==> config.mk <==
export PLATFORM = sky130hd
export DESIGN_NAME = dwt_subband_buffer
export DESIGN_NICKNAME = d
export VERILOG_FILES = /design/src/rtl/dwt_subband_buffer.sv
export SDC_FILE = /design/constraint.sdc
export NUM_CORES = 1
export LEC_CHECK = 0
export CAP_MARGIN = 0
export CORE_AREA = 2 2 133 135
export DETAILED_ROUTE_END_ITERATION = 8
export DIE_AREA = 0 0 135 137
export GPL_TIMING_DRIVEN = 0
export PLACE_DENSITY_LB_ADDON = 0.05
export SYNTH_ARGS = -nofsm -noshare
export SYNTH_HDL_FRONTEND = slang
export SYNTH_SLANG_ARGS = --single-unit
==> constraint.sdc <==
create_clock -name clk -period 2.33 [get_ports clk]
set_input_delay 0.3495 -clock clk [delete_from_list [all_inputs] [get_ports clk]]
set_output_delay 0.3495 -clock clk [all_outputs]
set_load 0.02 [all_outputs]
==> src/rtl/dwt_subband_buffer.sv <==
// dwt_subband_buffer: stores one frame of L/H coefficient pairs and re-emits it in subband order
module dwt_subband_buffer #(
    parameter int W     = 8,
    parameter int FRAME = 8
) (
    input  logic         clk,
    input  logic         rst,
    input  logic         in_valid,
    output logic         in_ready,
    input  logic [W-1:0] in_low,
    input  logic [W-1:0] in_high,
    output logic         out_valid,
    input  logic         out_ready,
    output logic [W-1:0] out_data,
    output logic         out_band,
    output logic         out_last,
    output logic [7:0]   frame_cnt
);
    localparam int AW = $clog2(FRAME);
    localparam logic [AW-1:0] LAST = AW'(FRAME - 1);

    typedef enum logic [1:0] {FILL, DRAIN_L, DRAIN_H} state_t;

    state_t        state, state_nxt;
    logic [AW-1:0] wr_ptr, rd_ptr;
    logic [W-1:0]  mem_l [FRAME];
    logic [W-1:0]  mem_h [FRAME];
    logic          wr_en, rd_en;

    always_ff @(posedge clk or negedge rst) begin
        if (!rst) state <= FILL;
        else      state <= state_nxt;
    end

    // Outputs decode only from registered state, so in_* never reaches out_* combinationally
    always_comb begin
        state_nxt = state;
        in_ready  = state == FILL;
        out_valid = state != FILL;
        out_band  = state == DRAIN_H;
        out_last  = state == DRAIN_H && rd_ptr == LAST;
        out_data  = state == DRAIN_L ? mem_l[rd_ptr] : state == DRAIN_H ? mem_h[rd_ptr] : '0;
        wr_en     = in_valid && in_ready;
        rd_en     = out_valid && out_ready;
        if (wr_en && wr_ptr == LAST) state_nxt = DRAIN_L;
        if (rd_en && rd_ptr == LAST) state_nxt = state == DRAIN_L ? DRAIN_H : FILL;
    end

    always_ff @(posedge clk or negedge rst) begin
        if (!rst) begin
            wr_ptr    <= '0;
            rd_ptr    <= '0;
            frame_cnt <= '0;
            for (int i = 0; i < FRAME; i++) begin
                mem_l[i] <= '0;
                mem_h[i] <= '0;
            end
        end else begin
            if (wr_en) begin
                mem_l[wr_ptr] <= in_low;
                mem_h[wr_ptr] <= in_high;
                wr_ptr        <= wr_ptr == LAST ? '0 : wr_ptr + 1'b1;
                if (wr_ptr == LAST) rd_ptr <= '0;
            end
            if (rd_en) begin
                rd_ptr <= rd_ptr == LAST ? '0 : rd_ptr + 1'b1;
                if (state == DRAIN_H && rd_ptr == LAST) frame_cnt <= frame_cnt + 1'b1;
            end
        end
    end
endmodule

-- After elaboration in Yosys (flattened, before gate mapping)
Cells that the tools add are included.
- bits in latches: 0
- register bits: 144
- output and inout port bits: 20
- memory bits (read-only): 0
- logic and storage cells: 65
- bits of input ports: 20
- memories kept: 0
- memory bits (writable): 0
- $mul: 0
- muxes and demuxes: 20
- div/mod/pow operators: 0
- equality and inequality tests: 4
- bitwise gates (word level): 2
- shifts and indexed selects: 0
- magnitude comparators: 3
- $add $sub $neg: 3
- reductions and logical operators: 13
- operators by type and width (operator ; number):
    64-bit bitwise mux ; 2
    8-bit two-way mux ; 7
    8-bit binary-select mux with 3-bit select ; 2
    8-bit demux with 3-bit select ; 1
    3-bit two-way mux ; 5
    8-bit by 1-bit adder with 8-bit output, second input constant ; 1
    4-bit greater-or-equal comparator, second input constant ; 2
    3-bit NOT with 4-bit output ; 2
    2-bit nonzero test ; 4
    3-bit by 1-bit adder with 3-bit output, second input constant ; 2
    3-bit == test, second input constant ; 2
    1-bit logical AND ; 6
    2-bit two-way mux ; 3
    4-bit by 1-bit less-than comparator with 1-bit output, second input constant ; 1
    2-bit AND reduction ; 2
    2-bit by 1-bit == test with 1-bit output, second input constant ; 1
    2-bit == test, second input constant ; 1
    2-bit zero test ; 1

-- Logic depth before layout (Yosys ltp)
Gate-level depths: netlist of the first run.
- word-level depth: 6
- mapped depth: 7
- gate-level depth less buffers: 6

-- Least setup slack after synthesis of the first run
No wires, ideal clock.
- path type: reg2reg
- start point: register state[1]
- end point: register mem_h[4] (netlist bit)
- cell stages (with the launch flop): 8
- setup slack: 0.284 ns
- arrival time: 1.921 ns
- path buffers: 3
- period minus slack after synthesis: 2.046 ns
- data required time: 2.205 ns
- library setup time: 0.125 ns
- cell sequence: dfrtp_1 > nor2_1 > and3_1 > buf_6 > and3_1 > buf_4 > buf_8 > mux2_4
- cells in the longest elaborated chain, start to end: 2
- ends and longest elaborated chain (element ; RTL line ; text):
    start: declaration ; 24 ; state_t state, state_nxt;
    start signal: assignment ; 32 ; else state <= state_nxt;
    2-bit zero test ; 38 ; in_ready = state == FILL;
    net in_ready ; 9 ; output logic in_ready,
    1-bit logical AND ; 43 ; wr_en = in_valid && in_ready;
    end signal: indexed assignment ; 61 ; mem_h[wr_ptr] <= in_high;
    end: declaration ; 27 ; logic [W-1:0] mem_h [FRAME];
The timed path passes the listed nets, and every way through them passes these cells.
A chain may end at the register's enable or synchronous reset.

-- Worst setup path after layout of the first run
- start point: register rd_ptr[1]
- end point: output port out_data[5]
- cells in the longest elaborated chain, start to end: 6
- elaborated cells between the ends (all ways): 9
- those cells by class: mux: 8; bitwise: 1
- ends and longest elaborated chain (element ; RTL line ; text):
    start: declaration ; 25 ; logic [AW-1:0] wr_ptr, rd_ptr;
    start signal: assignment ; 66 ; rd_ptr <= rd_ptr == LAST ? '0 : rd_ptr + 1'b1;
    3-bit NOT with 4-bit output (not written as such) * ; 42 ; out_data = state == DRAIN_L ? mem_l[rd_ptr] : state == DRAIN_H ? mem_h[rd_ptr] : '0;
    8-bit binary-select mux with 3-bit select ; 42 ;
    8-bit two-way mux (not written as such) (2 in series) ; 42 ;
    8-bit two-way mux ; 42 ;
    8-bit two-way mux * ; 42 ;
    end: declaration ; 14 ; output logic [W-1:0] out_data,
Every way passes the cells marked *; elsewhere a longest branch is shown, timed or not. The select of a mux whose other input is x is not followed.

==> summary.md, run 1 <==
| Metric | Value |
|---|---|
| FP Rows | `48` |
| FFs w/ async S/R, synth | `1.00` |
| Worst-margin pin slew | `0.539 ns` |
| Ys Warns | `0` |
| Most Frequent Cell on Critical Path | `buf_12` |
| Area growth, synth to finish | `25.5%` |
| NumNets Final | `roughly 550` |
| CTS buffer count | `17` |
| CP Launch Type | `register` |
| CTS H-Tree Depth | `4` |
| Pre-Repair DR Iteration Count | `4` |
| EDFF count, synth | `0` |
| CP top delay family | `buffers and inverters` |
| Die area | `between 0.015 and 0.02 mm2` |
| Final period utilization | `1.02` |
| Syn Nets | `484` |
| Fraction of layout cells with a size suffix above 1 | `0.454` |
| Gpl congestion | `0.727` |
| Worst Path Arrival | `2.03 ns` |
| R2r endpoint | `mem_l[1]` |
| Worst EP required | `~2.0 ns` |
| Crit end category | `output pin` |
| Clock skew | `0.0110 ns` |
| Fin util | `0.496` |
| Relative slew slack | `0.641` |
| IO buf count | `39` |
| Seq cells post-synth | `144` |
| Crit path kind | `register to output pin` |
| Post-Synthesis Cells | `459` |
| Leakage | `between 3 and 4 nW` |
| Post-Syn Area per Cell | `approximately 15 um2` |
| DRC Markers | `0` |
| Root Buffer Master | `clkbuf_16` |
| # clock sinks | `144` |
| Commonest non-fill, non-tap cell in the layout | `dfrtp_1` |
| Largest net degree at the start of global routing | `98` |
| Post-detailed-route count of antenna-violating nets | `0` |
| Routed vias/inst | `approximately 5.2` |
| Tot GR Track Use | `0.189` |
| Grt ovf | `0` |
| Slowest cell delay on critical path | `just over 0.4 ns` |
| Synth cell types | `between 40 and 50` |
| CTS tree | `done` |
| Slew Viols, Final | `0` |
| Vias in the first global route | `4,356` |
| Vias | `4,004` |
| Initial detailed-routing violation count | `between 100 and 150` |
| Crit path max fanout | `10` |
| Period minus WS final | `approximately 2.4 ns` |
| Setup violators final | `7` |
| WL/cell | `21.0 um` |
| Reg-to-reg slack, setup | `~0.28 ns` |
| Starting density of the core | `0.395` |
| Hold crit path type | `input pin to asynchronous set/reset pin` |
| # Max-Cap Violations | `0` |
| Max Clock Freq | `420 MHz` |
| Final Hold Viols | `0` |
| CP max-delay cell | `dfrtp_1` |
| Status | `finished with violations` |
| Post-Place Worst Slack | `-0.614 ns` |
| Clock Path Buffers | `2` |
| R2r worst-path depth | `7` |
| FF-to-FF Start | `state[0]` |
| Post-DP HPWL | `10,500 um` |
| Violated checks | `setup timing` |
| Final wirelength | `16,100 um` |
| Cell chain of the critical path | `buf_12 -> buf_12 -> buf_12 -> mux2i_1 -> a22oi_1 -> nand3_1 -> nand2_1 -> buf_6` |
| Multi-input gate area | `around 0.0030 mm2` |
| Power Density | `1410 mW/mm2` |
| Peak supply drop | `0.650 mV` |
| PnR worst setup slack | `-0.0523 ns` |
| Register Area | `0.00360 mm2` |
| Mapped Area | `0.00674 mm2` |
| Die width | `135 um` |
| Register area share after synthesis | `0.535` |
| Filler cells | `1,534` |
| Clk_lat worst skew | `0.43 ns` |
| Worst path bufs/invs | `4` |
| Final hold slack | `0.424 ns` |
| Die Y | `137 um` |
| Clock transition at the registers of the reported paths | `0.06 ns` |
| Ys flop type | `dfrtp_1` |
| Diode count | `0` |
| Most frequent cells in the layout | `143 x dfrtp_1, 111 x mux2_2, 40 x mux2i_1, 28 x clkdlybuf4s50_1, 20 x mux2_4` |
| Global-route wire length before repair | `about 25,000 um` |
| RSZ-0062 raised after global routing | `true` |
| Core footprint | `0.0171 mm2` |
| Initial antenna violation count | `0` |
| Boundary Pins | `40` |
[per-stage QoR]
stage	instance area, um2	total power, mW	instances	TNS [ns]
finish	8450	11.9	767	-0.270
global route	8450	12.6	767	-1.03
CTS	8380	12.0	765	-0.416
detailed placement	7440	8.51	724	-6.09
global placement	7410	8.35	723	-711.51
floorplan	6740	7.17	459	0
[registers in the layout, indices dropped and copies added, names as in the netlist]
| signal | cells |
|---|---|
| frame_cnt | 8 |
| rd_ptr | 3 |
| mem_h | 64 |
| state | 2 |
| wr_ptr | 3 |
| mem_l | 64 |
[synthesized netlist by cell type, types with 2 or more instances]
| master | count | area, um2 |
|---|---|---|
| nand2_1 | 11 | 41.3 |
| buf_4 | 3 | 22.5 |
| nor2_1 | 5 | 18.8 |
| a22o_1 | 3 | 26.3 |
| and3_1 | 3 | 18.8 |
| clkbuf_1 | 8 | 30.0 |
| o21ai_0 | 8 | 40.0 |
| mux2_4 | 20 | 300 |
| nand4_1 | 2 | 12.5 |
| xor2_1 | 2 | 17.5 |
| dfrtp_1 | 144 | 3600 |
| buf_6 | 5 | 56.3 |
| mux4_2 | 11 | 248 |
| ha_1 | 5 | 62.6 |
| xnor2_1 | 5 | 43.8 |
| buf_8 | 2 | 30.0 |
| nor2b_1 | 5 | 31.3 |
| inv_1 | 2 | 7.51 |
| a221oi_1 | 7 | 61.3 |
| mux2i_1 | 42 | 420 |
| nand3_1 | 10 | 50.1 |
| buf_2 | 8 | 40.0 |
| a22oi_1 | 14 | 105 |
| mux2_2 | 111 | 1250 |
| nand2_2 | 6 | 37.5 |
[cell families after synthesis]
logic type	Yosys count	synth area share
AOI/OAI and AO/OA	37	0.0407
adders and majority gates	5	0.00929
and+or+nand+nor	53	0.0461
muxes	184	0.329
DFF	144	0.535
buffers and inverters	29	0.0306
xor gates and xnor gates	7	0.00910
[timing repair]
| action | in CTS | in global routing |
|---|---|---|
| buffers inserted | 9 | 0 |
| endpoints found under the hold margin | 47 | 0 |
| pin swaps | 19 | 6 |
| cloned | 1 | 2 |
| endpoints found under the setup margin | 10 | 8 |
| gates resized for setup | 108 | 6 |
| hold buffers | 1 | 0 |
[report_power, final]
| group | internal, mW | switching [mW] | leakage (nW) |
|---|---|---|---|
| clock | 1.73 | 1.12 | 0.298 |
| sequential | 3.65 | 0.623 | 1.78 |
| combinational | 2.74 | 2.08 | 1.66 |
[area by class of cell]
type                       count  share of cell area
clock buffer                  18              0.0520
inverter                       2            0.000888
buffer                        25              0.0370
clock inverter                14              0.0213
multi-input combinational    286               0.356
tap                          225              0.0333
sequential                   144               0.426
timing repair buffer          53              0.0725
[how the worst max path moves through the flow]
stage | from | end | slack (ns) | cells past startpoint
after floorplan | state[1] | mem_h[4] | 0.28 | 7
after global placement | rst | mem_h[46] | -4.91 | 1
after detailed placement | rd_ptr[2] | out_data[2] | -0.61 | 5
after CTS | rd_ptr[1] | out_data[4] | -0.08 | 8
after global routing | rd_ptr[1] | out_data[4] | -0.15 | 8
final | rd_ptr[1] | out_data[5] | -0.05 | 8
[layer usage]
metal	GRT usage	wire, um	vias up	part of all wire
met5	0	0	-	0
met4	0.0619	271	0	0.017
met3	0.0493	423	19	0.026
met2	0.314	7900	50	0.49
met1	0.241	7500	2095	0.47
li1	-	-	1840	-
No activity file was read; power rests on OpenSTA's default activity.
==> inputs of run 2 (changes only) <==
--- a/config.mk
+++ b/config.mk
@@ -6,10 +6,11 @@
 export NUM_CORES = 1
 export LEC_CHECK = 0
 export CAP_MARGIN = 0
-export CORE_AREA = 2 2 133 135
+export CORE_AREA = 2 2 110 112
 export DETAILED_ROUTE_END_ITERATION = 8
-export DIE_AREA = 0 0 135 137
+export DIE_AREA = 0 0 112 114
 export GPL_TIMING_DRIVEN = 0
+export MAX_ROUTING_LAYER = met4
 export PLACE_DENSITY_LB_ADDON = 0.05
 export SYNTH_ARGS = -nofsm -noshare
 export SYNTH_HDL_FRONTEND = slang
==> run 2 against run 1 <==
The flow still finishes with violations (setup timing); total power decreased by 1.6%; sequential power about the same; register-to-register slack got worse by 0.03 ns; via count increased by 2.8%; die area decreased by 31%; flip-flop and latch count unchanged; setup slack got worse by 0.035 ns; critical endpoint is now out_data[0]; largest cell class unchanged.
==> summary.md, run 2 (synthesis gave the netlist of run 1 again) <==
| Metric | Value |
|---|---|
| Reg power frac | `0.365 (+0.007)` |
| Starting density of the core | `0.575 (+0.180)` |
| Boundary Pins | `40 (unchanged)` |
| Dpl cell area | `0.00734 mm2 (-1.3%)` |
| Worst-margin pin slew | `0.657 ns (+0.118 ns)` |
| Clock Path Buffers | `2 (unchanged)` |
| Leakage | `3.70 nW (-0.94%)` |
| IO buf count | `39 (unchanged)` |
| CP Launch Type | `register` |
| FP Rows | `40 (-17%)` |
| Routed vias/inst | `5.99 (+15%)` |
| M1 GR Usage | `0.340 (+0.0993)` |
| Initial antenna violation count | `0 (unchanged)` |
| Worst EP required | `1.98 ns (about the same)` |
| Pre-Repair DR Iteration Count | `4 (unchanged)` |
| Post-route cell area | `0.00827 mm2 (-2.2%)` |
| GR Layer Usage met2 | `0.412 (+0.0982)` |
| Initial detailed-routing violation count | `211 (+80%)` |
| Fin cells | `687 (-10%)` |
| RSZ-0062 raised after global routing | `true` |
| CTS H-Tree Depth | `4 (unchanged)` |
| Final Hold Viols | `0 (unchanged)` |
| Tot GR Track Use | `0.265 (+0.0759)` |
| Clk_lat worst skew | `0.43 ns (about the same)` |
| Cell chain of the critical path | `buf_12 -> buf_8 -> mux4_2 -> o21ai_4 -> nand2_2 -> buf_6` |
| Period minus WS final | `2.42 ns (+0.0349 ns)` |
| Final hold slack | `0.471 ns (+0.0466 ns)` |
| Core footprint | `0.0117 mm2 (-31%)` |
| Max Clock Freq | `414 MHz (-1.4%)` |
| Die Y | `114 um (-17%)` |
| # clock sinks | `144 (unchanged)` |
| Placed cells | `646 (-11%)` |
| Global-route wire length before repair | `24,300 um (-3.1%)` |
| Int Pwr | `7.98 mW (-1.6%)` |
| Sw Ratio | `0.321 (about the same)` |
| # Max-Cap Violations | `0 (unchanged)` |
| Clk pwr share | `0.238 (about the same)` |
| Setup violators final | `8 (+1)` |
| Die width | `112 um (-17%)` |
| Relative slew slack | `0.562 (-0.0786)` |
| Final period utilization | `1.04 (+0.0150)` |
| Clock skew | `0.0120 ns (+0.00104 ns)` |
| Post-route total power | `11.7 mW (-1.6%)` |
| WL/cell | `22.3 um (+6.3%)` |
| Commonest non-fill, non-tap cell in the layout | `dfrtp_1` |
| Vias in the first global route | `4,344 (-0.28%)` |
| CTS buffer count | `17 (unchanged)` |
| Post-DP HPWL | `9440 um (-9.7%)` |
| Power Density | `1420 mW/mm2 (+0.63%)` |
| Fin util | `0.706 (+0.210)` |
| HP Start | `frame_cnt[7]` |
| Gate power share | `0.397 (-0.007)` |
| DRC Markers | `0 (unchanged)` |
| Root Buffer Master | `clkbuf_16` |
| CTS tree | `done` |
| Final wirelength | `15,300 um (-4.8%)` |
| Grt peak-use layer | `met2` |
| Violated checks | `setup timing` |
| Crit path kind | `register to output pin` |
| Hold crit path type | `register to register` |
| Clock transition at the registers of the reported paths | `0.06 ns (about the same)` |
| Fraction of layout cells with a size suffix above 1 | `0.454 (about the same)` |
| FF-to-FF Start | `state[1]` |
| Diode count | `0 (unchanged)` |
| Top Registers | `mem_h x64, mem_l x64, frame_cnt x8` |
| Most frequent cells in the layout | `143 x dfrtp_1, 111 x mux2_2, 42 x mux2i_1, 28 x clkdlybuf4s50_1, 20 x mux2_4` |
| NumNets Final | `552 (-0.36%)` |
| Crit path from | `rd_ptr[1]` |
| Grt ovf | `0 (unchanged)` |
| CP max-delay cell | `mux4_2` |
| Slew Viols, Final | `0 (unchanged)` |
| Status | `finished with violations` |
| Largest net degree at the start of global routing | `78 (-20%)` |
| TNS Setup | `-0.500 ns (-0.230 ns)` |
| Sw Pwr | `3.77 mW (-1.5%)` |
| PnR worst setup slack | `-0.0872 ns (-0.0349 ns)` |
| Gpl congestion | `0.789 (+8.6%)` |
| Area growth, synth to finish | `22.7%` |
| Die area | `0.0128 mm2 (-31%)` |
| Post-detailed-route count of antenna-violating nets | `0 (unchanged)` |
| Post-Place Worst Slack | `-0.527 ns (+0.0873 ns)` |
| Slowest cell delay on critical path | `0.55 ns (+0.14 ns)` |
| Vias | `4,118 (+2.8%)` |
| Worst Path Arrival | `2.07 ns (+0.04 ns)` |
| Peak supply drop | `0.886 mV (+36%)` |
| Crit path max fanout | `5 (-5)` |
| Met3 usage | `0.0733 (+0.0241)` |
| Crit end category | `output pin` |
[run 2: changes by cell type in the layout (fill, tap and decap cells not counted), sizes merged]
| cell | previous run | this run |
|---|---|---|
| buf | 39 | 38 |
| clkinv | 5 | 4 |
| clkinvlp | 2 | 6 |
| dlygate4sd2 | 2 | 1 |
| dlymetal6s2s | 0 | 1 |
| inv | 6 | 2 |
[run 2: layer usage]
metal  share of wire  wire (um)
met5               0          0
met4           0.019        293
met3           0.035        538
met2            0.49       7500
met1            0.46       6990
[run 2: worst max-delay path, delay by kind of cell (launching register included)]
family / cells / cell delay (ns)
DFF: 1 / 0.39
and+or+nand+nor: 1 / 0.08
AOI/OAI and AO/OA: 1 / 0.21
buffers and inverters: 3 / 0.42
muxes: 1 / 0.55
[run 2: layout make-up]
class / instances / area, um2
multi-input cells: 286 / 3010
well taps: 147 / 184
clock inverters: 13 / 163
clock buffers: 19 / 453
inverters: 2 / 7.51
plain buffers: 25 / 303
repair buffers: 51 / 543
flip-flops and latches: 144 / 3600
fillers: 828 / 3450
[run 2: power by group through the flow]
stage / registers, mW / clock network, mW / logic (mW)
5_1_grt: 4.44 / 2.94 / 4.98
3_5_place_dp: 4.30 / 0 / 4.12
2_1_floorplan: 4.10 / 0 / 3.07
6_report: 4.29 / 2.80 / 4.66
4_1_cts: 4.28 / 2.84 / 4.46
3_3_place_gp: 4.23 / 0 / 4.01
[run 2: path summary, 6_finish.rpt]
path | end | slack [ns] | depth (start not counted)
setup / recovery | out_data[0] | -0.09 | 6
hold / removal | frame_cnt[7] | 0.47 | 1
setup reg to reg | mem_l[3] | 0.25 | 7
hold reg to reg | frame_cnt[7] | 0.47 | 1
max in group asynchronous | mem_h[16] | 1.01 | 3
min in group asynchronous | frame_cnt[5] | 0.51 | 2
[run 2: what timing repair did]
action | in CTS | in global routing
cloned | 0 | 1
endpoints found under the setup margin | 10 | 9
gates resized for setup | 96 | 15
pin swaps | 8 | 11
buffers inserted | 5 | 4
hold endpoints to repair | 67 | 0
hold buffers | 1 | 0
==> inputs of run 3 (changes only) <==
--- a/config.mk
+++ b/config.mk
@@ -7,6 +7,7 @@
 export LEC_CHECK = 0
 export CAP_MARGIN = 0
 export CORE_AREA = 2 2 110 112
+export CTS_CLUSTER_DIAMETER = 200
 export DETAILED_ROUTE_END_ITERATION = 8
 export DIE_AREA = 0 0 112 114
 export GPL_TIMING_DRIVEN = 0
==> constraint.sdc (replaced) <==
create_clock -name clk -period 2.4 [get_ports clk]
set_input_delay 0.36 -clock clk [delete_from_list [all_inputs] [get_ports clk]]
set_output_delay 0.36 -clock clk [all_outputs]
set_load 0.02 [all_outputs]
==> run 3 against run 2 <==
The run now ends clean; final cell count decreased by 0.58%; die area did not move; clock-buffer cell count unchanged; via count is 1.4% lower; critical path depth grew 2; hold slack about the same; flip-flop and latch count is the same; clock skew up 0.0016 ns; sequential share of layout area increased by 0.39 points; total power decreased by 4.0%; clock power shrank 3%; core utilization shrank 0.63 points; critical path type unchanged; largest power group unchanged; highest routed layer unchanged.
==> summary.md, run 3 (synthesis gave the netlist of run 1 again) <==
| Metric | Value |
|---|---|
| Crit path max fanout | `10 (+5)` |
| Die Y | `114 um (unchanged)` |
| Hold crit path type | `register to register` |
| Routed vias/inst | `5.95 (-0.78%)` |
| Fin util | `0.699 (-0.00630)` |
| Worst-margin pin slew | `0.655 ns (-0.00242 ns)` |
| Die area | `0.0128 mm2 (unchanged)` |
| Gate power share | `0.389 (-0.008)` |
| Starting density of the core | `0.575 (unchanged)` |
| Top Registers | `mem_h x64, mem_l x64, frame_cnt x8` |
| Final Hold Viols | `0 (unchanged)` |
| Core footprint | `0.0117 mm2 (unchanged)` |
| Power Density | `1380 mW/mm2 (-3.1%)` |
| FP Rows | `40 (unchanged)` |
| IO buf count | `39 (unchanged)` |
| Worst Path Arrival | `2.04 ns (-0.03 ns)` |
| Peak supply drop | `0.848 mV (-4.3%)` |
| Sw Ratio | `0.321 (about the same)` |
| Setup violators final | `0 (-8)` |
| Tot GR Track Use | `0.265 (about the same)` |
| Grt ovf | `0 (unchanged)` |
| TNS Setup | `0 ns (+0.500 ns)` |
| Most frequent cells in the layout | `143 x dfrtp_1, 111 x mux2_2, 42 x mux2i_1, 29 x clkdlybuf4s50_1, 20 x mux2_4` |
| Worst EP required | `2.04 ns (+0.06 ns)` |
| Crit end category | `output pin` |
| Relative slew slack | `0.564 (+0.00161)` |
| Final period utilization | `0.999` |
| Post-detailed-route count of antenna-violating nets | `0 (unchanged)` |
| DR WL met3 | `562 um (+4.5%)` |
| Global-route wire length before repair | `24,300 um (about the same)` |
| Status | `finished, final reports clean` |
| Period minus WS final | `2.40 ns` |
| Boundary Pins | `40 (unchanged)` |
| Clock skew | `0.0136 ns (+0.00159 ns)` |
| Die width | `112 um (unchanged)` |
| Diode count | `0 (unchanged)` |
| Clk pwr share | `0.241 (+0.003)` |
| Pre-Repair DR Iteration Count | `4 (unchanged)` |
| Initial detailed-routing violation count | `241 (+14%)` |
| Clk_lat worst skew | `0.43 ns (about the same)` |
| CP Launch Type | `register` |
| DRC Markers | `0 (unchanged)` |
| Post-DP HPWL | `9440 um (unchanged)` |
| Max Clock Freq | `417 MHz` |
| Initial antenna violation count | `0 (unchanged)` |
| Sw Pwr | `3.62 mW (-3.9%)` |
| Final wirelength | `15,100 um (-1.4%)` |
| Area growth, synth to finish | `21.6%` |
| Int Pwr | `7.66 mW (-4.0%)` |
| Reg power frac | `0.370 (+0.005)` |
| WL/cell | `22.1 um (-0.79%)` |
| Vias in the first global route | `4,341 (-0.069%)` |
| Fraction of layout cells with a size suffix above 1 | `0.446 (-0.00781)` |
| WL met1 | `6880 um (-1.6%)` |
| Root Buffer Master | `clkbuf_16` |
| Crit path kind | `register to output pin` |
| Slew Viols, Final | `0 (unchanged)` |
| Post-route total power | `11.3 mW (-4.0%)` |
| CTS buffer count | `17 (unchanged)` |
| RSZ-0062 raised after global routing | `true` |
| Largest net degree at the start of global routing | `78 (unchanged)` |
| Commonest non-fill, non-tap cell in the layout | `dfrtp_1` |
| Leakage | `3.65 nW (-1.3%)` |
| Clock transition at the registers of the reported paths | `0.06 ns (about the same)` |
| Gpl congestion | `0.789 (unchanged)` |
| CTS H-Tree Depth | `4 (unchanged)` |
| Top sig layer | `met4` |
| Clock Path Buffers | `2 (unchanged)` |
| # Max-Cap Violations | `0 (unchanged)` |
| CTS tree | `done` |
| Vias | `4,062 (-1.4%)` |
| # clock sinks | `144 (unchanged)` |
| Met2 wire length | `7390 um (-1.5%)` |
| NumNets Final | `548 (-0.72%)` |
## run 3: through the flow
stage | cells | hold slack [ns] | instance area [um2] | setup WS (ns)
2_1_floorplan | 459 | 0.0644 | 6740 | 0.354
4_1_cts | 682 | 0.482 | 8120 | -0.0178
3_3_place_gp | 645 | 0.460 | 7310 | -4.61
6_report | 683 | 0.471 | 8190 | 0.00348
3_5_place_dp | 646 | 0.414 | 7340 | -0.467
5_1_grt | 683 | 0.494 | 8190 | -0.110
## run 3: timing repair
item	CTS	global route
resized for setup	88	18
cloned	0	0
pin swaps	8	6
endpoints found under the hold margin	67	0
setup endpoints to repair	10	8
hold buffers	1	0
buffers inserted	5	1
## run 3: worst max-delay path, cell delays in order (launching register included)
cell     delay (ns)
dfrtp_1        0.41
buf_12         0.17
buf_12         0.16
buf_12         0.16
mux2i_1        0.12
a22oi_1        0.19
nand3_1        0.17
nand2_1        0.10
buf_4          0.14
## run 3: metal layers
layer / GRT usage / vias up
met3: 0.0733 / 21
met4: 0.0878 / 0
met5: - / -
met2: 0.413 / 73
met1: 0.341 / 2147
li1: - / 1821
## run 3: final timing paths
kind | from | endpoint | slack [ns] | cells past startpoint
setup reg to reg | state[1] | mem_l[3] | 0.31 | 7
max in group asynchronous | rst | mem_h[36] | 1.07 | 3
min in group asynchronous | rst | frame_cnt[5] | 0.52 | 2
hold reg to reg | frame_cnt[7] | frame_cnt[7] | 0.47 | 1
hold / removal | frame_cnt[7] | frame_cnt[7] | 0.47 | 1
setup / recovery | rd_ptr[1] | out_data[4] | 0.003 | 8
## run 3: final cells by class
class | count | area (um2)
clock buffers | 19 | 453
multi-input cells | 286 | 3000
flip-flops and latches | 144 | 3600
fillers | 832 | 3520
clock inverters | 13 | 163
inverters | 2 | 7.51
well taps | 147 | 184
plain buffers | 25 | 303
repair buffers | 47 | 473
## run 3: power by group through the flow
stage               Combinational [mW]  Clock (mW)  Sequential (mW)
floorplan                         2.98           0             3.99
global placement                  3.89           0             4.11
detailed placement                4.00           0             4.17
CTS                               4.27        2.76             4.15
global route                      4.69        2.85             4.31
finish                            4.39        2.72             4.17
